==> src/rtl/dps_enc_seq_if.sv <==
// Handshake bundle for dps_enc_seq: input side (in_valid/in_ready/datain) and result side (out_valid/out_ready/codeout/code_err).
// Latency: none, wires only.
// Backpressure: carried by in_ready toward the producer and out_ready toward the encoder.
interface dps_enc_seq_if #(
    parameter int CW = 8
);
    function automatic int fib(input int n);
        int a;
        int b;
        int t;
        a = 1;
        b = 1;
        for (int i = 3; i <= n; i++) begin
            t = a + b;
            a = b;
            b = t;
        end
        return b;
    endfunction

    localparam int MAXVAL = fib(CW + 2) - 1;
    localparam int DW     = $clog2(MAXVAL + 1);

    logic          in_valid;
    logic          in_ready;
    logic [DW-1:0] datain;
    logic          out_valid;
    logic          out_ready;
    logic [CW-1:0] codeout;
    logic          code_err;
    logic          busy;

    modport master (
        output in_valid, datain, out_ready,
        input  in_ready, out_valid, codeout, code_err, busy
    );

    modport slave (
        input  in_valid, datain, out_ready,
        output in_ready, out_valid, codeout, code_err, busy
    );
endinterface

==> src/rtl/dps_enc_seq.sv <==
// Sequential Fibonacci (Zeckendorf) encoder, one codeword bit per cycle MSB first; DPS_ENC_RANGE_CHK_EN adds an out-of-range flag.
// Latency: CW+1 edges from the transfer edge to out_valid, or 1 edge for a flagged out-of-range input.
// Backpressure: accepts only in IDLE; the result is held in DONE until out_ready.
module dps_enc_seq #(
    parameter int CW = 8
) (
    input  logic         clk,
    input  logic         rst_n,
    dps_enc_seq_if.slave bus
);
    function automatic int fib(input int n);
        int a;
        int b;
        int t;
        a = 1;
        b = 1;
        for (int i = 3; i <= n; i++) begin
            t = a + b;
            a = b;
            b = t;
        end
        return b;
    endfunction

    localparam int MAXVAL = fib(CW + 2) - 1;
    localparam int DW     = $clog2(MAXVAL + 1);
    localparam int KW     = $clog2(CW);

    typedef enum logic [1:0] {
        IDLE = 2'd0,
        ENC  = 2'd1,
        DONE = 2'd2
    } state_t;

    state_t        state;
    state_t        state_nxt;
    logic [DW-1:0] rem;
    logic [CW-1:0] code;
    logic [KW-1:0] k;
    logic          xfer;
    logic          oor;
    logic [DW-1:0] w_cur;
    logic          bit_set;

    // Weight of code bit g is fib(g+2); fib(CW+1) <= MAXVAL so every weight fits DW bits.
    logic [DW-1:0] wtab [CW];
    for (genvar g = 0; g < CW; g++) begin : g_wtab
        assign wtab[g] = DW'(fib(g + 2));
    end

    assign xfer    = bus.in_valid & bus.in_ready;
    assign w_cur   = wtab[k];
    assign bit_set = (rem >= w_cur);

`ifdef DPS_ENC_RANGE_CHK_EN
    logic err;

    assign oor          = (bus.datain > DW'(MAXVAL));
    assign bus.code_err = err;

    always_ff @(posedge clk or negedge rst_n) begin
        if (!rst_n) begin
            err <= 1'b0;
        end else if (xfer) begin
            err <= oor;
        end else if (state == DONE && bus.out_ready) begin
            err <= 1'b0;
        end
    end
`else
    assign oor          = 1'b0;
    assign bus.code_err = 1'b0;
`endif

    always_ff @(posedge clk or negedge rst_n) begin
        if (!rst_n) begin
            state <= IDLE;
        end else begin
            state <= state_nxt;
        end
    end

    always_comb begin
        state_nxt = state;
        case (state)
            IDLE:    if (xfer) state_nxt = oor ? DONE : ENC;
            ENC:     if (k == '0) state_nxt = DONE;
            DONE:    if (bus.out_ready) state_nxt = IDLE;
            default: state_nxt = IDLE;
        endcase
    end

    always_comb begin
        bus.in_ready  = 1'b0;
        bus.out_valid = 1'b0;
        bus.busy      = 1'b1;
        case (state)
            IDLE: begin
                bus.in_ready = 1'b1;
                bus.busy     = 1'b0;
            end
            DONE:    bus.out_valid = 1'b1;
            default: ;
        endcase
    end

    // Greedy subtraction is only taken when rem >= weight, so rem cannot wrap.
    always_ff @(posedge clk or negedge rst_n) begin
        if (!rst_n) begin
            rem  <= '0;
            code <= '0;
            k    <= '0;
        end else begin
            case (state)
                IDLE: begin
                    if (xfer) begin
                        rem  <= bus.datain;
                        code <= '0;
                        k    <= KW'(CW - 1);
                    end
                end
                ENC: begin
                    code <= {code[CW-2:0], bit_set};
                    if (bit_set) rem <= rem - w_cur;
                    if (k != '0) k <= k - 1'b1;
                end
                default: ;
            endcase
        end
    end

    assign bus.codeout = code;
endmodule
==> src/flat_wrapper.sv <==
// flat-port wrapper written by rule: the top's interface ports become plain ports
module dps_enc_seq_flat 
#(
    parameter int CW = 8
)
  (clk, rst_n, bus_in_valid, bus_datain, bus_out_ready, bus_in_ready, bus_out_valid, bus_codeout, bus_code_err, bus_busy);
  dps_enc_seq_if #(.CW(CW)) bus_i ();
  input  logic clk;
  input  logic rst_n;
  input wire logic [$bits(bus_i.in_valid)-1:0] bus_in_valid;
  input wire logic [$bits(bus_i.datain)-1:0] bus_datain;
  input wire logic [$bits(bus_i.out_ready)-1:0] bus_out_ready;
  output wire logic [$bits(bus_i.in_ready)-1:0] bus_in_ready;
  output wire logic [$bits(bus_i.out_valid)-1:0] bus_out_valid;
  output wire logic [$bits(bus_i.codeout)-1:0] bus_codeout;
  output wire logic [$bits(bus_i.code_err)-1:0] bus_code_err;
  output wire logic [$bits(bus_i.busy)-1:0] bus_busy;
  assign bus_i.in_valid = bus_in_valid;
  assign bus_i.datain = bus_datain;
  assign bus_i.out_ready = bus_out_ready;
  assign bus_in_ready = bus_i.in_ready;
  assign bus_out_valid = bus_i.out_valid;
  assign bus_codeout = bus_i.codeout;
  assign bus_code_err = bus_i.code_err;
  assign bus_busy = bus_i.busy;
  dps_enc_seq #(.CW(CW)) u_core (.clk(clk), .rst_n(rst_n), .bus(bus_i));
endmodule
==> config.mk <==
export PLATFORM = sky130hd
export DESIGN_NAME = dps_enc_seq_flat
export DESIGN_NICKNAME = d
export VERILOG_FILES = /design/src/rtl/dps_enc_seq_if.sv /design/src/rtl/dps_enc_seq.sv /design/src/flat_wrapper.sv
export SDC_FILE = /design/constraint.sdc
export NUM_CORES = 1
export LEC_CHECK = 0
export BUFFER_PORTS_ARGS = -buffer_cell sky130_fd_sc_hd__buf_4
export CAP_MARGIN = 20
export CORE_MARGIN = 1.5
export CORE_UTILIZATION = 52
export CTS_BUF_LIST = sky130_fd_sc_hd__clkbuf_4
export DETAILED_ROUTE_END_ITERATION = 16
export GPL_TIMING_DRIVEN = 0
export HOLD_SLACK_MARGIN = 0.02
export PLACE_DENSITY = 0.78
export SYNTH_ARGS = -nofsm -noshare
export SYNTH_HDL_FRONTEND = slang
export SYNTH_SLANG_ARGS = --single-unit
==> constraint.sdc <==
create_clock -name clk -period 2.7 [get_ports clk]
set_input_delay 0.27 -clock clk [delete_from_list [all_inputs] [get_ports clk]]
set_output_delay 0.27 -clock clk [all_outputs]
set_load 0.1 [all_outputs]
Word level (Yosys, flattened, before mapping). Memory sizes are Yosys's and may differ from the RTL's. Index checks and enable logic that the tools add are counted.

Register bits: 19. ROM bits: 48. Bits of input ports: 10. Logic and storage cells: 43. Memories kept: 1.

Memories: (name not given) (words 8, width 6, read ports 1, clocked after Yosys merged registers in 0, write ports 0, RTL line dps_enc_seq.sv:52) `assign w_cur = wtab[k];`.

$add $sub $neg: 2. Order comparisons: 2. Equality and inequality tests: 7. Muxes and demuxes: 17. Bitwise gates (word level): 2. Reductions and logical operators: 8.

Operators with widths (count): two-way mux 6 bit (4); case mux 8 bit (2 select lines) (1); case mux 6 bit (2 select lines) (1); AND reduction 3 bit (3); two-way mux 8 bit (1); inequality test 2 x 1 -> 1 bit, second input constant (4); greater-or-equal comparator 6 bit (1); two-way mux 2 bit (3); two-way mux 3 bit (2); case mux 2 bit (3 select lines) (1); case mux 3 bit (2 select lines) (1); subtractor 6 bit (1); greater-or-equal comparator 4 bit, second input constant (1); inverter 3 -> 4 bit (1); zero test 3 bit (1); two-way mux 1 bit (3); nonzero test 3 bit (1); subtractor 3 x 1 -> 3 bit, second input constant (1); equality test 2 x 1 -> 1 bit, second input constant (1); equality test 2 bit, second input constant (1); zero test 2 bit (1); inequality test 2 bit, second input constant (1); AND reduction 2 bit (1); nonzero test 2 bit (1); bitwise AND 1 bit (1).

Longest topological paths before layout.
Depth after elaboration: 7. Depth in mapped cells: 11. Gate-level depth less buffers: 11.

Worst setup path after synthesis. OpenSTA, ideal clock, no wires.

Path kind: register to register. From: register u_core.k[0]. To: register u_core.rem[2]. Data arrival time: 2.422 ns. Required time: 2.575 ns. Path slack: 0.153 ns. Cell stages (with the launch flop): 12. Clock period less this slack: 2.547 ns. Cell sequence: dfrtp_1 > inv_1 > ha_1 > nand2_1 > o21ai_0 > ha_1 > fa_1 > a21boi_2 > o221ai_2 > and2_4 > a21oi_4 > mux2_4.

Cells in the longest elaborated chain, start to end: 7. Elaborated cells on any way between the ends: 10.

RTL lines: start, declared (RTL line dps_enc_seq.sv:39) `logic [KW-1:0] k;`; start signal, assigned (RTL line dps_enc_seq.sv:119) `k <= KW'(CW - 1);`; start signal, assigned (RTL line dps_enc_seq.sv:125) `if (k != '0) k <= k - 1'b1;`; inverter 3 -> 4 bit (not written as such) (*) (RTL line dps_enc_seq.sv:52); memory (8 x 6 bit) (*); two-way mux 6 bit (not written as such) (*) (2 in series) (RTL line dps_enc_seq.sv:52); subtractor 6 bit / greater-or-equal comparator 6 bit (equally long branches) (RTL line dps_enc_seq.sv:124, dps_enc_seq.sv:53); two-way mux 6 bit / inequality test 2 x 1 -> 1 bit (equally long branches); case mux 6 bit (2 select lines) / AND reduction 3 bit (equally long branches); end signal, assigned (RTL line dps_enc_seq.sv:117) `rem <= bus.datain;`; end signal, assigned (RTL line dps_enc_seq.sv:124) `if (bit_set) rem <= rem - w_cur;`; end, declared (RTL line dps_enc_seq.sv:37) `logic [DW-1:0] rem;`.

Every way passes the cells marked *; elsewhere a longest branch is shown, timed or not. The select of a mux whose other input is x is not followed. A chain may end at the register's enable or synchronous reset.

Worst setup path after layout.
From: register u_core.k[1]. To: register u_core.rem[4].

The elaborated chain is that of the path after synthesis.

==> impl_metrics.yaml <==
layout:
  most_used_cells_in_the_layout_excluding_fill_and_tap_cells: "26 x sky130_fd_sc_hd__buf_4, 25 x sky130_fd_sc_hd__nand2_1, 19 x sky130_fd_sc_hd__dfrtp_1"
  final_nets: 195
  num_antenna_cells: 0
  syn_to_final_growth_pct: 20.70
  fraction_of_layout_instances_using_a_drive_strength_above_1_pct: 26.16
  most_common_library_cell_in_the_layout_ignoring_fill_and_taps: "sky130_fd_sc_hd__buf_4"
  fin_area_sq_mm: 0.001546
  postLayoutCoreUtil_pct: 67.95
  finalNonFillerCells: 200
global_route:
  grt_pass1_vias: 1032
  global_route.usage.total_pct: 22.32
  grt_max_degree: 20
  antenna_found_initial: 0
  grt_pass1_wl_mm: 4.429
  globalRouteOverflowTotal: 0
floorplanning:
  floorplan.initialDensity_pct: 56.29
  floorplan.io_pins: 22
  die_height_um: 52.64
  fp.coreArea_sq_mm: 0.002276
  fp.dieArea_sq_mm: 0.002770
  fp-row-count: 17
  floorplan.die.width_um: 52.64
logic_synthesis:
  synth_area_per_cell_sq_um: 9.023
  synth_simple_gate_area_share_pct: 22.75
  count_of_different_cell_masters_after_synthesis: 37
  proportion_of_netlist_area_held_by_the_largest_area_contributor_pct: 37.11
  syn-instance-count: 142
  synthesis.yosys.warnings: 0
  synth_top_family_by_area: "simple AND/OR/NAND/NOR gates"
  adder_and_majority_gate_portion_of_the_synthesized_area_pct: 12.30
  synth_largest_area_cell: "sky130_fd_sc_hd__dfrtp_1"
  synth-xor-area-share_pct: 1.367
  synth_area_sq_mm: 0.001281
  ys_top_cells_by_area: "sky130_fd_sc_hd__dfrtp_1 37%, sky130_fd_sc_hd__ha_1 11%, sky130_fd_sc_hd__nand2_1 7.3%"
  post_synth_mux_area_share_pct: 5.859
  ys_ff_latch: 19
  syn_nets: 164
  compound_cell_area_share_of_the_yosys_netlist_pct: 14.45
  synth-seq-area-share_pct: 37.11
placed_design:
  numPlacedInstances: 190
  port_buffers: 20
  last_weighted_congestion_value_of_the_routability_driven_placer: 0.8045
  place.detailed.hpwl_mm: 1.872
  placement.cell_area_sq_mm: 0.001466
worst_setup_path:
  timing.critical_path.to_type: "flop"
  critical_path_required_ns: 2.92
  path_common_cell: "sky130_fd_sc_hd__ha_1"
  crit_chain: "inv_1 -> ha_1 -> nand2_1 -> o21ai_0 -> ha_1 -> fa_2 -> a21boi_2 -> o221ai_2 -> and2_4 -> a21oi_4 -> mux2_4"
  path_max_fanout: 4
  worst-r2r-setup-slack_ns: 0.08
  max_stage_delay_ns: 0.40
  worst_ep_arrival_time_ns: 2.84
  path_class: "flop to flop"
  worstSetupStartpointType: "flop"
  cp_slowest_cell: "sky130_fd_sc_hd__dfrtp_1"
sta:
  final-setup-viol-count: 0
  final.setup.tns_ns: 0
  report.final.hold_viol_count: 0
  final_period_minus_worst_setup_slack_ns: 2.623
  max_freq_ghz: 0.3812
  finalClockSkew_ns: 0.004735
  timing_max_transition_violations_final: 0
  finalCritPeriodShare_pct: 97.15
route:
  num_vias: 1078
  vias_per_cell: 5.390
  detail_route.iter0.violations: 14
  detail_route.first_pass.iterations: 4
  detail_route.wl_per_cell_um: 13.54
  detail-route-antenna-nets: 0
  drt_wl_total_mm: 2.707
  number_of_drc_violations_after_detailed_routing: 0
clock_tree:
  clock_tree_buffer_depth: 2
  numCtsBuffers: 3
  worst_setup_hold_path_clk_slew_ns: 0.12
  clock_insertion_delay_at_the_later_pin_of_the_skew_report_ns: 0.32
  cts.sink_count: 19
  tritoncts_clock_tree: "built"
  ctsHtreeMaxLevel: 1
  cts.root.buffer_cell: "sky130_fd_sc_hd__clkbuf_4"
job:
  max_cap_viol_count: 0
status:
  outcome: "finished, final reports clean"
worst_hold_path:
  hp-class: "input port to flop"
## path summary, 6_finish.rpt
check	start	endpoint	depth (start not counted)
setup / recovery	u_core.k[1]	u_core.rem[4]	11
hold / removal	bus_datain[5]	u_core.rem[5]	3
setup reg to reg	u_core.k[1]	u_core.rem[4]	11
hold reg to reg	u_core.bus.codeout[6]	u_core.bus.codeout[7]	2
max in group asynchronous	rst_n	u_core.k[0]	2
min in group asynchronous	rst_n	u_core.rem[5]	2
## metrics by stage
stage               hold WS (ns)  worst slack (ns)
finish                    0.1885           0.07683
global placement          0.1590          -0.05243
floorplan               -0.02559            0.1527
detailed placement        0.1604           -0.1033
CTS                       0.1801           0.03814
global route              0.2210          -0.01934
## synth_stat cells
library cell	count
sky130_fd_sc_hd__nor2b_1	1
sky130_fd_sc_hd__o21ai_0	7
sky130_fd_sc_hd__o31ai_1	2
sky130_fd_sc_hd__a211oi_1	1
sky130_fd_sc_hd__a21oi_1	12
sky130_fd_sc_hd__and3b_1	1
sky130_fd_sc_hd__o221ai_2	1
sky130_fd_sc_hd__inv_1	8
sky130_fd_sc_hd__a21boi_2	1
sky130_fd_sc_hd__nor2_1	12
sky130_fd_sc_hd__conb_1	1
sky130_fd_sc_hd__xnor2_1	1
sky130_fd_sc_hd__and2b_1	1
sky130_fd_sc_hd__dfrtp_1	19
sky130_fd_sc_hd__nand2b_1	3
sky130_fd_sc_hd__xor2_1	1
sky130_fd_sc_hd__ha_1	11
sky130_fd_sc_hd__buf_4	1
sky130_fd_sc_hd__and2_4	1
sky130_fd_sc_hd__mux2i_1	3
sky130_fd_sc_hd__nand4_1	1
sky130_fd_sc_hd__o21a_1	1
sky130_fd_sc_hd__nor4b_1	1
sky130_fd_sc_hd__a22o_1	1
sky130_fd_sc_hd__nor2b_4	1
sky130_fd_sc_hd__buf_2	3
sky130_fd_sc_hd__a21oi_4	1
sky130_fd_sc_hd__buf_6	2
sky130_fd_sc_hd__nand2_1	25
sky130_fd_sc_hd__nor3b_1	1
sky130_fd_sc_hd__mux2_4	3
sky130_fd_sc_hd__nor3_1	1
sky130_fd_sc_hd__nand3_1	9
sky130_fd_sc_hd__nor2_2	1
sky130_fd_sc_hd__a31o_1	1
sky130_fd_sc_hd__fa_1	1
sky130_fd_sc_hd__nor4bb_1	1
## cell families after synthesis
family                   Yosys count
adder cells (fa/ha/maj)           12
buffers and inverters             14
AND/OR/NAND/NOR                   60
other                              1
multiplexers                       6
XOR/XNOR                           2
AO/OA/AOI/OAI                     28
flip-flops                        19
## registers in the layout, summed over array words and instances, names as in the netlist
name                cells
u_core.state            2
u_core.rem              6
u_core.bus.codeout      8
u_core.k                3
## timing repair
item,in CTS,in global routing
hold buffers,1,0
pin swaps,0,1
buffers inserted,2,3
resized for setup,1,1
hold endpoints to repair,19,0
endpoints found under the setup margin,3,3
## worst max-delay path: cells and delay by family, from the launching register on
family	cells	cell delay (ns)
adders and majority gates	3	0.89
AOI/OAI and AO/OA	4	0.50
and+or+nand+nor	2	0.29
buffers and inverters	1	0.13
DFF	1	0.40
muxes	1	0.31
## layer usage
layer  vias to the layer above  wire length (um)  track usage (%)
li1                        537                 -                -
met1                       513              1207            26.09
met2                        21              1343            38.75
met3                         7                98            6.000
met4                         0                59            8.120
met5                         -                 0                0
## layout make-up
type	count	area, sq um
multi-input combinational	109	733.2
fill	186	729.5
sequential	19	475.5
timing repair buffer	26	197.7
buffer	6	45.04
tap	28	35.03
inverter	8	30.03
clock buffer	3	22.52
clock inverter	1	7.507
Power is left out: the tool's default activity adds up to more than one toggle a clock period on the data nets, which glitch-free logic cannot reach.
